**src/rtl/mips_pkg.sv**
```systemverilog
// Shared types and constants for the MIPS pipeline hazard controller.
// Holds the FSM state encoding, forwarding selects and pipe_en/pipe_flush bit positions.
package mips_pkg;

  typedef enum logic [1:0] {
    ST_RUN        = 2'd0,
    ST_LOAD_STALL = 2'd1,
    ST_MEM_WAIT   = 2'd2,
    ST_RSVD       = 2'd3
  } hz_state_e;

  localparam logic [1:0] FWD_NONE = 2'b00;
  localparam logic [1:0] FWD_WB   = 2'b01;
  localparam logic [1:0] FWD_MEM  = 2'b10;

  localparam int EN_PC    = 0;
  localparam int EN_IFID  = 1;
  localparam int EN_IDEX  = 2;
  localparam int EN_EXMEM = 3;
  localparam int EN_MEMWB = 4;

  localparam int FL_IFID  = 0;
  localparam int FL_IDEX  = 1;
  localparam int FL_EXMEM = 2;
  localparam int FL_MEMWB = 3;

  localparam logic [4:0] PIPE_HOLD  = 5'b00000;
  localparam logic [4:0] PIPE_STALL = (5'b1 << EN_IDEX) | (5'b1 << EN_EXMEM) | (5'b1 << EN_MEMWB);
  localparam logic [4:0] PIPE_RUN   = PIPE_STALL | (5'b1 << EN_PC) | (5'b1 << EN_IFID);

  localparam logic [3:0] FLUSH_NONE   = 4'b0000;
  localparam logic [3:0] FLUSH_BUBBLE = 4'b1 << FL_IDEX;
  localparam logic [3:0] FLUSH_BRANCH = FLUSH_BUBBLE | (4'b1 << FL_IFID) | (4'b1 << FL_EXMEM);
  localparam logic [3:0] FLUSH_ALL    = FLUSH_BRANCH | (4'b1 << FL_MEMWB);

  // EX/MEM result is younger than MEM/WB, so it wins; $zero is never forwarded.
  function automatic logic [1:0] fwd_sel(
    input logic       mem_we,
    input logic [4:0] mem_dest,
    input logic       wb_we,
    input logic [4:0] wb_dest,
    input logic [4:0] src
  );
    if (mem_we && (mem_dest != 5'd0) && (mem_dest == src)) return FWD_MEM;
    if (wb_we && (wb_dest != 5'd0) && (wb_dest == src))    return FWD_WB;
    return FWD_NONE;
  endfunction

endpackage

```
**src/rtl/hazard_fwd_unit.sv**
```systemverilog
// Combinational operand-forwarding selects for the two EX-stage ALU inputs.
module hazard_fwd_unit
  import mips_pkg::*;
(
  input  logic [4:0] ex_rs,
  input  logic [4:0] ex_rt,
  input  logic [4:0] mem_dest,
  input  logic       mem_reg_write,
  input  logic [4:0] wb_dest,
  input  logic       wb_reg_write,
  output logic [1:0] fwd_a,
  output logic [1:0] fwd_b
);

  assign fwd_a = fwd_sel(mem_reg_write, mem_dest, wb_reg_write, wb_dest, ex_rs);
  assign fwd_b = fwd_sel(mem_reg_write, mem_dest, wb_reg_write, wb_dest, ex_rt);

endmodule

```
**src/rtl/pipeline_hazard_ctrl.sv**
```systemverilog
// Central stall/flush/forwarding controller for the 5-stage pipeline; Mealy outputs from a registered FSM.
// States: RUN=0 normal flow | LOAD_STALL=1 extra load-use bubbles | MEM_WAIT=2 data memory busy. HAZARD_PERF_EN adds perf counters.
module pipeline_hazard_ctrl
  import mips_pkg::*;
#(
  parameter int LOAD_STALL_CYCLES = 1,
  parameter int MEM_TIMEOUT       = 64
) (
  input  logic       CLK,
  input  logic       RST_N,
  input  logic [4:0] id_rs,
  input  logic [4:0] id_rt,
  input  logic [4:0] ex_rs,
  input  logic [4:0] ex_rt,
  input  logic       ex_mem_read,
  input  logic [4:0] ex_dest,
  input  logic [4:0] mem_dest,
  input  logic       mem_reg_write,
  input  logic       mem_pc_src,
  input  logic [4:0] wb_dest,
  input  logic       wb_reg_write,
  input  logic       dmem_req,
  input  logic       dmem_ready,
  output logic [4:0] pipe_en,
  output logic [3:0] pipe_flush,
  output logic [1:0] fwd_a,
  output logic [1:0] fwd_b,
  output logic [1:0] state,
  output logic       mem_timeout
`ifdef HAZARD_PERF_EN
  ,
  output logic [31:0] perf_stall,
  output logic [31:0] perf_flush,
  output logic [31:0] perf_memwait
`endif
);

  localparam logic [2:0] STALL_RELOAD = 3'(LOAD_STALL_CYCLES - 1);
  localparam logic [9:0] WDOG_LIMIT   = 10'(MEM_TIMEOUT);

  hz_state_e  r_state;
  logic [2:0] r_stall_cnt;
  logic [9:0] r_wdog;
  logic       r_mem_timeout;

  logic       w_load_use;
  logic       w_mem_stall;
  logic [9:0] w_wdog_inc;
  logic [4:0] w_en;
  logic [3:0] w_flush;
  logic [1:0] w_fwd_a;
  logic [1:0] w_fwd_b;

  assign w_load_use  = ex_mem_read && (ex_dest != 5'd0) && ((ex_dest == id_rs) || (ex_dest == id_rt));
  assign w_mem_stall = dmem_req && !dmem_ready;
  assign w_wdog_inc  = (r_wdog == 10'h3FF) ? r_wdog : r_wdog + 10'd1;

  hazard_fwd_unit u_fwd (
    .ex_rs         (ex_rs),
    .ex_rt         (ex_rt),
    .mem_dest      (mem_dest),
    .mem_reg_write (mem_reg_write),
    .wb_dest       (wb_dest),
    .wb_reg_write  (wb_reg_write),
    .fwd_a         (w_fwd_a),
    .fwd_b         (w_fwd_b)
  );

  always_comb begin
    w_en    = PIPE_RUN;
    w_flush = FLUSH_NONE;
    case (r_state)
      ST_MEM_WAIT: begin
        w_en = dmem_ready ? PIPE_RUN : PIPE_HOLD;
      end
      default: begin
        if (w_mem_stall) begin
          w_en = PIPE_HOLD;
        end else if (mem_pc_src) begin
          w_flush = FLUSH_BRANCH;
        end else if ((r_state == ST_LOAD_STALL) || w_load_use) begin
          w_en    = PIPE_STALL;
          w_flush = FLUSH_BUBBLE;
        end
      end
    endcase
  end

  // Reset drives the pipeline into a fully flushed, frozen condition without waiting for a clock.
  assign pipe_en     = RST_N ? w_en    : PIPE_HOLD;
  assign pipe_flush  = RST_N ? w_flush : FLUSH_ALL;
  assign fwd_a       = RST_N ? w_fwd_a : FWD_NONE;
  assign fwd_b       = RST_N ? w_fwd_b : FWD_NONE;
  assign state       = r_state;
  assign mem_timeout = r_mem_timeout;

  always_ff @(posedge CLK or negedge RST_N) begin
    if (!RST_N) begin
      r_state       <= ST_RUN;
      r_stall_cnt   <= 3'd0;
      r_wdog        <= 10'd0;
      r_mem_timeout <= 1'b0;
    end else begin
      case (r_state)
        ST_MEM_WAIT: begin
          if (dmem_ready) begin
            r_state <= ST_RUN;
            r_wdog  <= 10'd0;
          end else begin
            r_wdog <= w_wdog_inc;
            if (w_wdog_inc == WDOG_LIMIT) r_mem_timeout <= 1'b1;
          end
        end
        default: begin
          if (w_mem_stall) begin
            r_state     <= ST_MEM_WAIT;
            r_wdog      <= 10'd1;
            r_stall_cnt <= 3'd0;
          end else if (mem_pc_src) begin
            r_state     <= ST_RUN;
            r_stall_cnt <= 3'd0;
          end else if (r_state == ST_LOAD_STALL) begin
            if (r_stall_cnt <= 3'd1) begin
              r_state     <= ST_RUN;
              r_stall_cnt <= 3'd0;
            end else begin
              r_stall_cnt <= r_stall_cnt - 3'd1;
            end
          end else if (w_load_use && (LOAD_STALL_CYCLES > 1)) begin
            r_state     <= ST_LOAD_STALL;
            r_stall_cnt <= STALL_RELOAD;
          end else begin
            r_state <= ST_RUN;
          end
        end
      endcase
    end
  end

`ifdef HAZARD_PERF_EN
  always_ff @(posedge CLK or negedge RST_N) begin
    if (!RST_N) begin
      perf_stall   <= 32'd0;
      perf_flush   <= 32'd0;
      perf_memwait <= 32'd0;
    end else begin
      if ((w_flush == FLUSH_BUBBLE) && (perf_stall != 32'hFFFF_FFFF))  perf_stall   <= perf_stall + 32'd1;
      if ((w_flush == FLUSH_BRANCH) && (perf_flush != 32'hFFFF_FFFF))  perf_flush   <= perf_flush + 32'd1;
      if ((w_en == PIPE_HOLD) && (perf_memwait != 32'hFFFF_FFFF))      perf_memwait <= perf_memwait + 32'd1;
    end
  end
`endif

endmodule
```
**config.mk**
```make
export PLATFORM = sky130hd
export DESIGN_NAME = pipeline_hazard_ctrl
export DESIGN_NICKNAME = d
export VERILOG_FILES = /design/src/rtl/mips_pkg.sv /design/src/rtl/hazard_fwd_unit.sv /design/src/rtl/pipeline_hazard_ctrl.sv
export SDC_FILE = /design/constraint.sdc
export NUM_CORES = 1
export LEC_CHECK = 0
export ABC_AREA = 1
export BUFFER_PORTS_ARGS = -buffer_cell sky130_fd_sc_hd__buf_2
export CORE_MARGIN = 2
export CORE_UTILIZATION = 50
export DETAILED_ROUTE_END_ITERATION = 8
export PLACE_DENSITY = 0.85
export SLEW_MARGIN = 15
export SYNTH_ARGS = -nofsm -noshare
export SYNTH_HDL_FRONTEND = slang
export SYNTH_SLANG_ARGS = --single-unit
```
**constraint.sdc**
```tcl
create_clock -name CLK -period 6.33 [get_ports CLK]
set_input_delay 1.899 -clock CLK [delete_from_list [all_inputs] [get_ports CLK]]
set_output_delay 1.899 -clock CLK [all_outputs]
set_load 0.03 [all_outputs]
```
==> flow_summary.toml, run 1 <==
[global_routing]
grt_first_pass_wirelength_mm = 5.333
grt_pass1_vias = 1341
grt_start_max_net_pins = 17
grt-ovfl-total = 0
grt_util_met3_pct = 4.918
antenna_found_initial = 0
grtUsageMet2_pct = 45.83
grt_most_used_layer = "met2"
grt_usage_pct = 24.59
globalRouteMet1Util_pct = 26.38

[critical_path]
endpoint_kind = "output port"
crit_type = "primary input to output port"
worst_path_max_delay_cell = "or2_2"
cp-start-kind = "primary input"
max_stage_delay_ps = 290
worstPathMaxFanout = 5
worstPathRequired_ps = 4430
crit_top_cell = "nand3_1"
crit_chain = "buf_2 > or2_2 > a21oi_1 > nand3_1 > nand2_1 > nand3_1 > nand3_1 > buf_2"
worstPathArrival_ps = 2970

[timing]
fin_crit_ps = 4874
hold_slack_ps = 462.7
skew_ps = 3.680
max_freq_mhz = 205.2
finalSetupViolations = 0
hold_violations = 0
final.setup.tns_ps = 0
maxSlewViolCount = 0
rsz0062_at_grt = "no"
finalCritPeriodShare_pct = 77.00

[cells_and_area]
fin_area_sq_mm = 0.001610
insertedDiodeCount = 0
n_fill_cell = 224
fin_nets = 297
syn_to_final_growth_pct = 24.95
drive_gt1_share_pct = 27.38

[power]
p_leak_nw = 0.8398
seq_power_share_pct = 36.7
ir_drop_mv = 0.09520
clockPowerShare_pct = 26.8
combPwrFrac_pct = 36.5
powerDensity_mw_per_mm2 = 143.9
power.internal_w = 0.0001488
switching_share_pct = 35.76
p_switching_w = 0.00008283

[clock_tree]
cts_hold_buf = 0
clkSinkCount = 12
cts_resized = 0
post_cts_buffers = 0
cts_tree = "yes"
cts_root_buffer = "clkbuf_4"
clock_latency_ps = 280
h-tree-depth = 1
clk_pin_slew_ps = 80
cts_buffers = 3
cts_buffer_depth = 2

[die]
dieHeight_um = 54.77
die_w_um = 54.77
ioPinCount = 59
core_sq_mm = 0.002455
num_rows = 18
start_util_pct = 52.50
dieArea_sq_mm = 0.003000

[synth]
synth.yosys.seq_area_share_pct = 23.30
syn_area_per_cell_sq_um = 6.575
synthesis.nets = 240
netlist_instances = 196
ys.warnings.count = 0
synthTopCellsByArea = "dfrtp_1 23%, xor2_1 11%, nand2_1 10%"
synth_top_area_share_pct = 23.30
synth_area_leader_cell = "dfrtp_1"
synth.distinct_cells = 28
ys_ff_latch = 12
synthesis.area_sq_mm = 0.001289

[detailed_routing]
num_vias = 1422
drcViolationCount = 0
drtIter0Drc = 31
wl_mm = 3.134
ant_nets = 0
vias_per_cell = 5.043
drt_pass1_iterations = 4
drt-wirelength-per-cell_um = 11.11

[place]
place_area_sq_mm = 0.001574
port_buffers = 57
place.gp.congestion = 0.9302
hpwl_mm = 2.662

[run]
drv_cap = 0

[worst_hold_path]
hp-class = "flop to flop"

[status]
outcome = "finished, final reports clean"
[metal layers]
layer	share of wire [%]	up-vias	routed length, um
met5	0	-	0
met4	3.4	0	108
li1	-	741	-
met3	6.9	11	215
met2	51	57	1593
met1	39	613	1217
[sequential cells by signal (all words and copies together) (netlist names)]
name and cells:
r_wdog 10, mem_timeout 1, state 1
[area by class of cell]
| cell class | instances | area, sq um | share of cell area [%] |
|---|---|---|---|
| Tap cell | 30 | 37.54 | 2.331 |
| Sequential cell | 12 | 300.3 | 18.65 |
| Clock buffer | 4 | 36.28 | 2.253 |
| Multi-Input combinational cell | 151 | 845.8 | 52.53 |
| Inverter | 28 | 105.1 | 6.527 |
| Timing Repair Buffer | 57 | 285.3 | 17.72 |
[synth_stat cells]
master    number
nand2_1       36
inv_1         28
nor2_1        28
xor2_1        16
nand3_1       13
dfrtp_1       12
xnor2_1       10
o21ai_0        9
nor3_1         7
a21oi_1        6
o22ai_1        6
buf_4          5
nand4_1        3
nand3b_1       2
nor2_4         2
a211oi_1       1
a22o_1         1
a32o_1         1
conb_1         1
ha_1           1
nand2_2        1
nand3_2        1
nand3_4        1
nor2_2         1
nor4_1         1
o21ai_1        1
o21ai_2        1
or2_2          1
[power groups by stage]
stage	Sequential [W]	Combinational (W)	Clock, W
6_report	0.0000849	0.0000847	0.0000621
2_1_floorplan	0.0000866	0.0000533	0
3_3_place_gp	0.0000863	0.0000824	0
5_1_grt	0.0000854	0.0000946	0.0000686
4_1_cts	0.0000848	0.0000853	0.0000625
3_5_place_dp	0.0000863	0.0000851	0
[cell usage in the layout (no fill, tap or decap), types with 2 or more instances in the layout]
master and instances:
nand2_1 36, a21oi_1 6, o21ai_0 9, inv_1 28, xor2_1 16, o22ai_1 6
nor3_1 7, nand3_1 13, nor2_1 28, nor2_4 2, dfrtp_1 12, clkbuf_4 3
buf_2 57, nand4_1 3, xnor2_1 10, nand3b_1 2
[per-stage QoR]
| stage | worst slack (ps) | std cells | utilization (%) | power, W |
|---|---|---|---|---|
| after CTS | 1452 | 282 | 65.60 | 0.0002326 |
| final | 1456 | 282 | 65.60 | 0.0002317 |
| after detailed placement | 1453 | 278 | 64.12 | 0.0001714 |
| after floorplan | 1203 | 196 | - | 0.0001398 |
| after global routing | 1330 | 282 | 65.60 | 0.0002486 |
| after global placement | 1477 | 278 | 64.12 | 0.0001687 |
[path summary, 6_finish.rpt]
check | cells past startpoint | endpoint | slack, ps | from
min | 2 | mem_timeout | 460 | mem_timeout
max in group asynchronous | 1 | state[1] | 4580 | RST_N
min reg2reg | 2 | mem_timeout | 460 | mem_timeout
max | 8 | pipe_flush[1] | 1460 | ex_dest[1]
max reg2reg | 9 | mem_timeout | 4680 | r_wdog[1]
min in group asynchronous | 1 | r_wdog[7] | 1510 | RST_N
[kinds of logic (layout without fill, tap and decap cells)]
group	after synthesis	count (layout)	share of synthesized area, %
DFF	12	12	23.30
buffers and inverters	33	89	11.07
adders and majority gates	1	1	0.9707
xor gates and xnor gates	26	26	17.67
and+or+nand+nor	97	97	34.86
AOI/OAI and AO/OA	26	26	11.84
other	1	1	0.2910
[critical path, delay by kind of cell]
kind                   cells  cell delay (ps)
and+or+nand+nor            5              610
AOI/OAI and AO/OA          1              150
buffers and inverters      2              320
(Power assumes the default switching activity.)
==> inputs of run 2 (changes only) <==
- CORE_UTILIZATION: 50 -> 47
- PLACE_DENSITY: 0.85 -> 0.8
- clock period: 6.33 -> 5.1 ns (I/O delays scaled with it)
==> run 2 against run 1 <==
  * Clock skew is 1.8 ps lower
  * Worst hold slack better by 14 ps
  * Critical path depth is 1 higher
  * Via count is 1.2% lower
  * Wire length is 2.8% lower
  * Global-route usage is 4.8 points lower
  * Critical endpoint is now pipe_en[1]
==> flow_summary.toml, run 2 (synthesis results as in run 1) <==
[global_routing]
grt_util_met3_pct = 4.147
globalRouteMet1Util_pct = 25.81
grt_start_max_net_pins = 17
grt_usage_pct = 19.78
antenna_found_initial = 0
grt_pass1_vias = 1272
grt_first_pass_wirelength_mm = 5.161
grt_most_used_layer = "met2"
grtUsageMet2_pct = 33.61
grt-ovfl-total = 0

[clock_tree]
cts_hold_buf = 0
clock_latency_ps = 270
cts_root_buffer = "clkbuf_4"
post_cts_buffers = 0
cts_buffer_depth = 2
clkSinkCount = 12
clk_pin_slew_ps = 80
h-tree-depth = 1
cts_resized = 0
cts_buffers = 3
cts_tree = "yes"

[worst_hold_path]
hp-class = "flop to flop"

[die]
dieHeight_um = 56.37
ioPinCount = 59
die_w_um = 56.37
core_sq_mm = 0.002545
dieArea_sq_mm = 0.003177
start_util_pct = 50.64
num_rows = 18

[detailed_routing]
drt-wirelength-per-cell_um = 10.84
drtIter0Drc = 46
wl_mm = 3.045
ant_nets = 0
drt_pass1_iterations = 4
num_vias = 1405
vias_per_cell = 5.000
drcViolationCount = 0

[critical_path]
worstPathMaxFanout = 5
crit_type = "primary input to output port"
worstPathArrival_ps = 2580
cp-start-kind = "primary input"
endpoint_kind = "output port"
max_stage_delay_ps = 290
worstPathRequired_ps = 3570
crit_chain = "buf_2 > or2_2 > a21oi_1 > nand3_1 > nand2_1 > nand3_1 > nand2_1 > inv_1 > buf_2"
worst_path_max_delay_cell = "or2_2"

[status]
outcome = "finished, final reports clean"

[run]
drv_cap = 0

[power]
clockPowerShare_pct = 22.1
p_leak_nw = 0.8326
switching_share_pct = 37.66
ir_drop_mv = 0.1638
powerDensity_mw_per_mm2 = 169.2
power.internal_w = 0.0001684
p_switching_w = 0.0001017
combPwrFrac_pct = 38.8
seq_power_share_pct = 39.1

[timing]
hold_violations = 0
fin_crit_ps = 4112
skew_ps = 1.872
final.setup.tns_ps = 0
maxSlewViolCount = 0
rsz0062_at_grt = "no"
finalSetupViolations = 0
finalCritPeriodShare_pct = 80.62
max_freq_mhz = 243.2

[cells_and_area]
n_fill_cell = 256
largest_reg_flops = 10
register_area_sq_um = 300.3
final_common_cell = "buf_2"
layout_common_cells = "57 x buf_2, 36 x nand2_1, 28 x inv_1, 28 x nor2_1, 16 x xor2_1"
fin_area_sq_mm = 0.001597
regMostFlops = "r_wdog"
insertedDiodeCount = 0
fin_nets = 297
drive_gt1_share_pct = 27.09
syn_to_final_growth_pct = 23.88
multi_input_area_sq_um = 845.8

[place]
port_buffers = 57
place_area_sq_mm = 0.001574
place.gp.congestion = 0.8542
hpwl_mm = 2.547
run 2: layout make-up:
type,count,share of cell area [%]
inverters,28,6.583
clock buffers,3,1.411
repair buffers,57,17.87
well taps,30,2.351
flip-flops and latches,12,18.81
multi-input cells,151,52.98
run 2: final timing paths:
check                                  from           to  slack (ps)  depth (start not counted)
worst min-delay path            mem_timeout  mem_timeout         480                          2
worst max register to register    r_wdog[1]  mem_timeout        3440                          9
max in group asynchronous             RST_N    r_wdog[2]        3710                          1
worst max-delay path             ex_dest[1]   pipe_en[1]         990                          9
worst min register to register  mem_timeout  mem_timeout         480                          2
min in group asynchronous             RST_N    r_wdog[9]        1140                          1
run 2: worst max-delay path, delay by kind of cell:
family | cells | cell delay [ps]
AOI/OAI and AO/OA | 1 | 140
buffers and inverters | 3 | 330
and+or+nand+nor | 5 | 590
run 2: power groups by stage:
stage	combinational (W)	sequential (W)	clock [W]
2_1_floorplan	0.0000661	0.000107	0
4_1_cts	0.000105	0.000105	0.0000590
6_report	0.000105	0.000106	0.0000597
5_1_grt	0.000117	0.000106	0.0000631
3_5_place_dp	0.000104	0.000107	0
3_3_place_gp	0.000103	0.000107	0
run 2: stage by stage:
stage / instances / worst slack [ps] / hold slack [ps] / power (W) / util (%)
floorplan: 196 / 711.2 / 537.2 / 0.0001736 / -
detailed placement: 278 / 981.2 / 457.1 / 0.0002115 / 61.85
global route: 281 / 829.4 / 505.1 / 0.0002859 / 62.73
finish: 281 / 988.3 / 476.3 / 0.0002701 / 62.73
global placement: 278 / 957.3 / 455.6 / 0.0002104 / 61.85
CTS: 281 / 977.8 / 484.4 / 0.0002690 / 62.73
run 2: routing by layer:
layer | share of wire [%] | vias to the layer above
met2 | 47 | 42
met1 | 46 | 617
met3 | 5.8 | 5
met5 | 0 | -
li1 | - | 741
met4 | 0.92 | 0
==> inputs of run 3 (changes only) <==
- clock period: 5.1 -> 3.84 ns (I/O delays scaled with it)
==> run 3 against run 2 <==
  * Count of clock-buffer cells in the layout up 1
  * Worst setup slack got worse by 520 ps
  * Worst hold slack improved by 0.75 ps
  * Sequential power up 32%
  * Power rose by 44%
  * Non-clock buffer count grew 2
  * Critical endpoint is now pipe_flush[1]
  * Largest cell class unchanged
  * Highest routed layer unchanged
==> flow_summary.toml, run 3 (synthesis results as in run 1) <==
[clock_tree]
clkSinkCount = 12
cts_root_buffer = "clkbuf_4"
cts_hold_buf = 0
cts_buffers = 3
cts_tree = "yes"
clock_latency_ps = 280
h-tree-depth = 1
cts_buffer_depth = 2
post_cts_buffers = 0
clk_pin_slew_ps = 80
cts_resized = 0

[cells_and_area]
multi_input_area_sq_um = 845.8
register_area_sq_um = 300.3
n_fill_cell = 243
largest_reg_flops = 10
regMostFlops = "r_wdog"
drive_gt1_share_pct = 27.95
fin_area_sq_mm = 0.001625
final_common_cell = "buf_2"
layout_common_cells = "57 x buf_2, 36 x nand2_1, 28 x inv_1, 28 x nor2_1, 16 x xor2_1"
finalNonFillerCells = 284
syn_to_final_growth_pct = 26.12
fin_nets = 299
insertedDiodeCount = 0

[die]
start_util_pct = 50.64
die_w_um = 56.37
ioPinCount = 59
core_sq_mm = 0.002545
dieHeight_um = 56.37
num_rows = 18
dieArea_sq_mm = 0.003177

[place]
dp_cells = 280
hpwl_mm = 2.683
place.gp.congestion = 0.8720
port_buffers = 57
place_area_sq_mm = 0.001589

[detailed_routing]
num_vias = 1416
drtIter0Drc = 69
vias_per_cell = 4.986
drt_pass1_iterations = 4
drt-wirelength-per-cell_um = 11.47
wl_mm = 3.257
ant_nets = 0
drcViolationCount = 0

[worst_hold_path]
whs_path_depth = 2
hold_start = "mem_timeout"
hp-class = "flop to flop"
holdPathEnd = "mem_timeout"

[critical_path]
worst-path-stages = 8
cp-start-kind = "primary input"
crit_chain = "buf_2 > or2_2 > a21oi_1 > nand3_1 > nand2_1 > nand3_1 > nand3_1 > buf_2"
path_delay_family = "simple AND/OR/NAND/NOR gates"
max_stage_delay_ps = 290
crit_type = "primary input to output port"
worstPathMaxFanout = 5
cp_num_buf_inv = 2
r2r-end = "mem_timeout"
worstPathRequired_ps = 2690
reg2reg_depth = 9
crit_top_cell = "nand3_1"
reg2reg_from = "r_wdog[1]"
worst_path_max_delay_cell = "or2_2"
rrSetupSlack_ps = 2210
endpoint_kind = "output port"
worstPathArrival_ps = 2220

[timing]
rsz0062_at_grt = "no"
fin_crit_ps = 3368
hold_slack_ps = 477.0
max_freq_mhz = 296.9
skew_ps = 6.100
finalCritPeriodShare_pct = 87.70
finalSetupViolations = 0
hold_violations = 0
maxSlewViolCount = 0
final.setup.tns_ps = 0

[global_routing]
grt_start_max_net_pins = 11
antenna_found_initial = 0
grt_pass1_vias = 1365
grt_first_pass_wirelength_mm = 5.457
grt-ovfl-total = 0
grt_usage_pct = 21.35

[run]
drv_cap = 0

[status]
outcome = "finished, final reports clean"

[power]
ir_drop_mv = 0.1463
p_leak_nw = 0.8498
powerDensity_mw_per_mm2 = 238.8
==> run 3: worst min-delay path, stage by stage (launching register included) <==
cell and delay, ps:
dfrtp_1 350, inv_1 40, nand2_1 50
==> run 3: power by group <==
part,total [W],internal [W],switching (W)
Combinational,0.000142,0.0000572,0.0000847
Clock,0.000107,0.0000577,0.0000488
Sequential,0.000140,0.000132,0.00000779
==> run 3: routing by layer <==
metal	vias up	share of wire [%]	track usage, %
met3	5	4.8	2.995
met4	0	1.1	7.143
met1	625	45	26.24
li1	743	-	-
met5	-	0	0
met2	43	49	37.98
==> run 3: cell type report <==
type / count / area share [%]
Inverter: 28 / 6.467
Tap cell: 30 / 2.309
Clock buffer: 4 / 2.232
Multi-Input combinational cell: 151 / 52.04
Sequential cell: 12 / 18.48
Timing Repair Buffer: 59 / 18.48
==> run 3: worst max-delay path by stage <==
stage	start	end	slack [ps]
floorplan	dmem_ready	pipe_en[1]	210
global placement	ex_dest[1]	pipe_flush[1]	490
detailed placement	ex_dest[1]	pipe_flush[1]	480
CTS	ex_dest[1]	pipe_flush[1]	480
global route	ex_dest[1]	pipe_flush[1]	340
finish	ex_dest[1]	pipe_flush[1]	470
==> run 3: through the flow <==
| stage | util (%) | power, W | setup slack [ps] |
|---|---|---|---|
| floorplan | - | 0.0002305 | 207.2 |
| global placement | 62.44 | 0.0002808 | 489.6 |
| detailed placement | 62.44 | 0.0002825 | 476.7 |
| CTS | 63.86 | 0.0003892 | 475.4 |
| global route | 63.86 | 0.0004117 | 342.5 |
| finish | 63.86 | 0.0003882 | 472.2 |
